$ cat config.mk
export PLATFORM = sky130hd
export DESIGN_NAME = multicycle_ctrl
export DESIGN_NICKNAME = d
export VERILOG_FILES = /design/src/rtl/rv_ctrl_pkg.sv /design/src/rtl/ctrl_decode.sv /design/src/rtl/multicycle_ctrl.sv
export SDC_FILE = /design/constraint.sdc
export NUM_CORES = 1
export LEC_CHECK = 0
export CELL_PAD_IN_SITES_DETAIL_PLACEMENT = 0
export CELL_PAD_IN_SITES_GLOBAL_PLACEMENT = 1
export CORE_MARGIN = 5
export CORE_UTILIZATION = 40
export CTS_BUF_LIST = sky130_fd_sc_hd__clkbuf_8
export CTS_CLUSTER_SIZE = 16
export DETAILED_ROUTE_END_ITERATION = 7
export PLACE_DENSITY = 0.91
export SLEW_MARGIN = 20
export SYNTH_ARGS = -nofsm -noshare
export SYNTH_HDL_FRONTEND = slang
export SYNTH_SLANG_ARGS = --single-unit
$ cat constraint.sdc
create_clock -name clk -period 3.1 [get_ports clk]
set_input_delay 0.62 -clock clk [delete_from_list [all_inputs] [get_ports clk]]
set_output_delay 0.62 -clock clk [all_outputs]
set_load 0.01 [all_outputs]
$ cat src/rtl/rv_ctrl_pkg.sv
// Shared state, opcode and control-word definitions for the multi-cycle RV32 sequencer.
// Combinational types only; no latency or flow control lives here.
package rv_ctrl_pkg;

  typedef enum logic [3:0] {
    FETCH    = 4'd0,
    DECODE   = 4'd1,
    EXEC_R   = 4'd2,
    R_WB     = 4'd3,
    MEM_ADDR = 4'd4,
    MEM_RD   = 4'd5,
    LOAD_WB  = 4'd6,
    MEM_WR   = 4'd7,
    BRANCH   = 4'd8,
    TRAP     = 4'd9
  } state_t;

  localparam logic [6:0] OP_R      = 7'b0110011;
  localparam logic [6:0] OP_LOAD   = 7'b0000011;
  localparam logic [6:0] OP_STORE  = 7'b0100011;
  localparam logic [6:0] OP_BRANCH = 7'b1100011;

  localparam logic [1:0] ALU_ADD   = 2'b00;
  localparam logic [1:0] ALU_SUB   = 2'b01;
  localparam logic [1:0] ALU_FUNCT = 2'b10;

  localparam logic [1:0] SRCB_RS2  = 2'b00;
  localparam logic [1:0] SRCB_FOUR = 2'b01;
  localparam logic [1:0] SRCB_IMM  = 2'b10;

  typedef struct packed {
    logic       mem_read;
    logic       mem_write;
    logic       iord;
    logic       ir_write;
    logic       pc_write;
    logic       pc_src;
    logic       reg_write;
    logic       mem_to_reg;
    logic       alu_src_a;
    logic [1:0] alu_src_b;
    logic [1:0] alu_op;
    logic       halted;
  } ctrl_t;

  // States that hold the shared memory port and wait on mem_ready.
  function automatic logic is_mem_wait(input state_t s);
    return (s == FETCH) || (s == MEM_RD) || (s == MEM_WR);
  endfunction

endpackage

$ cat src/rtl/ctrl_decode.sv
// Moore control-word decode of the sequencer state (plus zero in BRANCH, mem_ready in FETCH).
// Purely combinational; strobes are held low while reset is asserted.
module ctrl_decode
  import rv_ctrl_pkg::*;
(
  input  logic   reset,
  input  state_t state,
  input  logic   zero,
  input  logic   mem_ready,
  output ctrl_t  ctrl
);

  ctrl_t raw;

  always_comb begin
    raw = '0;
    case (state)
      FETCH: begin
        raw.mem_read = 1'b1;
        if (mem_ready) begin
          raw.ir_write  = 1'b1;
          raw.pc_write  = 1'b1;
          raw.alu_src_b = SRCB_FOUR;
          raw.alu_op    = ALU_ADD;
        end
      end
      DECODE: begin
        raw.alu_src_b = SRCB_IMM;
        raw.alu_op    = ALU_ADD;
      end
      EXEC_R: begin
        raw.alu_src_a = 1'b1;
        raw.alu_src_b = SRCB_RS2;
        raw.alu_op    = ALU_FUNCT;
      end
      R_WB: raw.reg_write = 1'b1;
      MEM_ADDR: begin
        raw.alu_src_a = 1'b1;
        raw.alu_src_b = SRCB_IMM;
        raw.alu_op    = ALU_ADD;
      end
      MEM_RD: begin
        raw.mem_read = 1'b1;
        raw.iord     = 1'b1;
      end
      LOAD_WB: begin
        raw.reg_write  = 1'b1;
        raw.mem_to_reg = 1'b1;
      end
      MEM_WR: begin
        raw.mem_write = 1'b1;
        raw.iord      = 1'b1;
      end
      BRANCH: begin
        raw.alu_src_a = 1'b1;
        raw.alu_src_b = SRCB_RS2;
        raw.alu_op    = ALU_SUB;
        raw.pc_src    = 1'b1;
        raw.pc_write  = zero;
      end
      TRAP:    raw.halted = 1'b1;
      default: raw = '0;
    endcase
  end

  // halted reflects the state itself; only the strobes are suppressed during reset.
  always_comb begin
    ctrl = raw;
    if (reset) begin
      ctrl        = '0;
      ctrl.halted = raw.halted;
    end
  end

endmodule

$ cat src/rtl/multicycle_ctrl.sv
// Multi-cycle RV32 sequencer: state register, memory wait/timeout counter, instret/cycle counters.
// R 4 / load 5 / store 4 / branch 3 cycles at zero wait; stalls on mem_ready, traps after MEM_TIMEOUT.
module multicycle_ctrl
  import rv_ctrl_pkg::*;
#(
  parameter int CNT_W       = 32,
  parameter int MEM_TIMEOUT = 15
) (
  input  logic             clk,
  input  logic             reset,
  input  logic [6:0]       opcode,
  input  logic             zero,
  input  logic             mem_ready,
  output logic             mem_read,
  output logic             mem_write,
  output logic             iord,
  output logic             ir_write,
  output logic             pc_write,
  output logic             pc_src,
  output logic             reg_write,
  output logic             mem_to_reg,
  output logic             alu_src_a,
  output logic [1:0]       alu_src_b,
  output logic [1:0]       alu_op,
  output logic             halted,
  output logic             bus_error,
  output logic [CNT_W-1:0] instret,
  output logic [CNT_W-1:0] cycles
);

  localparam logic [7:0] TMO = 8'(MEM_TIMEOUT);

  state_t     state, state_nxt;
  logic [7:0] wait_cnt;
  logic       stalled, expired, retire;
  ctrl_t      ctrl;

  assign stalled = is_mem_wait(state) && !mem_ready;
  assign expired = stalled && (wait_cnt == TMO);

  always_comb begin
    state_nxt = state;
    retire    = 1'b0;
    case (state)
      FETCH: if (mem_ready) state_nxt = DECODE;
      DECODE: begin
        case (opcode)
          OP_R:              state_nxt = EXEC_R;
          OP_LOAD, OP_STORE: state_nxt = MEM_ADDR;
          OP_BRANCH:         state_nxt = BRANCH;
          default:           state_nxt = TRAP;
        endcase
      end
      EXEC_R: state_nxt = R_WB;
      R_WB: begin
        state_nxt = FETCH;
        retire    = 1'b1;
      end
      MEM_ADDR: begin
        if (opcode == OP_LOAD)       state_nxt = MEM_RD;
        else if (opcode == OP_STORE) state_nxt = MEM_WR;
        else                         state_nxt = TRAP;
      end
      MEM_RD: if (mem_ready) state_nxt = LOAD_WB;
      LOAD_WB: begin
        state_nxt = FETCH;
        retire    = 1'b1;
      end
      MEM_WR: begin
        if (mem_ready) begin
          state_nxt = FETCH;
          retire    = 1'b1;
        end
      end
      BRANCH: begin
        state_nxt = FETCH;
        retire    = 1'b1;
      end
      TRAP:    state_nxt = TRAP;
      default: state_nxt = TRAP;
    endcase
    if (expired) state_nxt = TRAP;
  end

  always_ff @(posedge clk) begin
    if (reset) begin
      state     <= FETCH;
      wait_cnt  <= '0;
      instret   <= '0;
      cycles    <= '0;
      bus_error <= 1'b0;
    end else begin
      state  <= state_nxt;
      cycles <= cycles + CNT_W'(1);
      if (retire) instret <= instret + CNT_W'(1);
      if (expired) bus_error <= 1'b1;
      // Any exit from a wait state clears the counter, so every entry starts from zero.
      if (stalled && !expired) wait_cnt <= wait_cnt + 8'd1;
      else                     wait_cnt <= '0;
    end
  end

  ctrl_decode u_decode (
    .reset     (reset),
    .state     (state),
    .zero      (zero),
    .mem_ready (mem_ready),
    .ctrl      (ctrl)
  );

  assign mem_read   = ctrl.mem_read;
  assign mem_write  = ctrl.mem_write;
  assign iord       = ctrl.iord;
  assign ir_write   = ctrl.ir_write;
  assign pc_write   = ctrl.pc_write;
  assign pc_src     = ctrl.pc_src;
  assign reg_write  = ctrl.reg_write;
  assign mem_to_reg = ctrl.mem_to_reg;
  assign alu_src_a  = ctrl.alu_src_a;
  assign alu_src_b  = ctrl.alu_src_b;
  assign alu_op     = ctrl.alu_op;
  assign halted     = ctrl.halted;

endmodule
==> results.txt <==
number of fill cells in the layout = 890
placed cell count = 661
IO Pins = 90
largest net degree at the start of global routing = 52
FFs w/ async S/R, synth = 0%
CP required = 2480 ps
Starting Density = 41.40%
RSZ-0062 raised after global routing = no
GRT Total Usage = 16.44%
Critical Path Slowest Stage Cell = clkdlybuf4s50_1
sequential share of the synthesized area = 40.10%
Synth area leader = dfxtp_1
Cell Chain, Critical Path = clkdlybuf4s50_1 -> nand2_1 -> nor4_1 -> a21o_1 -> clkdlybuf4s50_1
Synth Cell Area = 0.003844 mm^2
final setup vio count = 0
core area = 0.009284 mm^2
mux cell area share after synthesis = 0.5859%
TritonCTS clock tree = built
initial antenna violation count = 0
Fin. Hold Viols = 0
total power = 2.033 mW
period utilization = 92.62%
hold slack = 446.1 ps
Multi-input gate area = 0.002140 mm^2
Fmax achieved = 348.3 MHz
number of global-route vias before repair = 3344
post-synthesis xor/xnor area fraction = 11.17%
Leak = 1.617 nW
Initial DRC Count = 123
Slew headroom = 47.20%
synth top area cells = dfxtp_1, xnor2_1, nor2_1
Most used DFF post-synth = dfxtp_1
critical path peak fanout = 6
setup TNS = 0 ps
CP top delay family = buffers and inverters
pwr dens = 405.5 mW/mm^2
Die Ht = 108.0 um
register area = 0.001541 mm^2
Post CTS Setup Buffer Count = 0
Final min period = 2871 ps
Non-Filler Instances = 675
Slew @ Worst Pin = 785.9 ps
clk_skew = 9.579 ps
clock slew at reported path FFs = 80 ps
Resized Gates After CTS = 0
Ys Warns = 0
mean post-synth cell area = 8.248 um^2
Gate Count Post-Synth = 466
flops & latches, synth = 77
Vias = 3624
Clock Tree Root = clkbuf_8
post-synthesis compound-gate area fraction = 12.43%
main combinational cell family by area after synthesis = simple AND/OR/NAND/NOR gates
post-synthesis net count = 480
simple-gate portion of the synthesized area = 29.98%
Setup crit start kind = input pin
die width = 108.0 um
Clock Path Buffers = 2
Max VDD drop = 248.9 uV
HPWL after DPL = 6756 um
count leader, synth = dfxtp_1
type of the worst setup path = input pin to output port
final layout net count = 557
area of the die = 0.01167 mm^2
hold_buf cts = 0
Yosys top cell area share = 40.10%
first-pass GRT wire length = 15960 um
Top cell by count, worst path = clkdlybuf4s50_1
# port buffers = 89
floorplan row count = 35
DRC viols = 0
routed wire length = 9323 um
Crit. End Element = output port
dpl cell area = 0.004803 mm^2
EDFF count, synth = 0
synthesis-to-layout area growth = 30.47%
clk_lat worst skew = 340 ps
synth cell count leaders = dfxtp_1, nor2_1, nand2_1
largest stage delay on the critical path = 570 ps
synth unique cells = 41
Adder-Cell Fraction of Synth Area = 1.497%
# clock sinks = 77
Final Wtd Congestion = 0.8110
Critical Path AT = 2250 ps
share of post-route cells with drive strength above 1 = 4.945%
# diodes = 0
ANT nets after route = 0
CTS H-tree lvls = 3
Overflow after GRT = 0
vias per cell = 5.369
Final Instance Area = 0.005015 mm^2
Avg WL per Cell = 13.81 um
DR pass1 iterations = 4
Hold Crit Class = register to register
Max Slew Vio Count = 0
Max Cap Viol = 0
CTS buffer count = 9
status = complete, no violations
Crit path buffers/inverters = 2
[metrics by stage]
step	util [%]	worst slack, ps
finish	54.02	228.7
global route	54.02	69.37
CTS	54.02	221.3
detailed placement	51.74	212.1
global placement	51.74	255.6
floorplan	-	901.7
[flip-flops by register name, summed over array words and instances, names as in the netlist]
signal / flops
wait_cnt: 8
state: 4
cycles: 32
instret: 32
bus_error: 1
[area by class of cell]
| cell class | instances | area share (%) |
|---|---|---|
| clock inverters | 4 | 1.472 |
| well taps | 129 | 3.219 |
| inverters | 8 | 0.5988 |
| flip-flops and latches | 77 | 30.74 |
| clock buffers | 10 | 2.745 |
| multi-input cells | 352 | 42.66 |
| repair buffers | 95 | 18.56 |
[cells by family (layout without fill, tap and decap cells)]
kind of cell / count (synthesis) / in the layout
XOR/XNOR: 49 / 49
adder cells (fa/ha/maj): 5 / 5
AND/OR/NAND/NOR: 222 / 222
multiplexers: 2 / 2
buffers and inverters: 37 / 117
flip-flops: 77 / 77
AO/OA/AOI/OAI: 74 / 74
[report_power, final]
group | internal [mW] | switching [mW] | total, mW
Combinational | 0.0894 | 0.0947 | 0.184
Sequential | 1.00 | 0.0302 | 1.03
Clock | 0.467 | 0.351 | 0.818
[placed cells by master (no fill, tap or decap), types with 10 or more instances in the layout]
cell type | Yosys | routed
and3_1 | 10 | 10
nand3_1 | 23 | 23
nand4_1 | 19 | 19
clkbuf_8 | 0 | 10
o21ai_0 | 17 | 17
clkdlybuf4s50_1 | 0 | 88
nor2_1 | 65 | 65
a21oi_1 | 25 | 25
nand2_1 | 33 | 33
dfxtp_1 | 77 | 77
and4_1 | 11 | 11
nor3_1 | 16 | 16
xor2_1 | 21 | 21
xnor2_1 | 28 | 28
or3_1 | 13 | 13
[worst paths after layout]
path,start,endpoint,slack [ps],depth (start not counted)
setup / recovery,mem_ready,pc_write,230,5
hold / removal,wait_cnt[0],wait_cnt[0],450,1
setup reg to reg,state[0],instret[20],520,5
hold reg to reg,wait_cnt[0],wait_cnt[0],450,1
[per-layer routing]
metal	vias up	GRT usage [%]	wire length [um]
met2	93	25.44	4281
li1	1817	-	-
met1	1710	22.56	4417
met3	4	5.015	576
met4	0	3.697	47
met5	-	0	0
(Power assumes the default switching activity.)
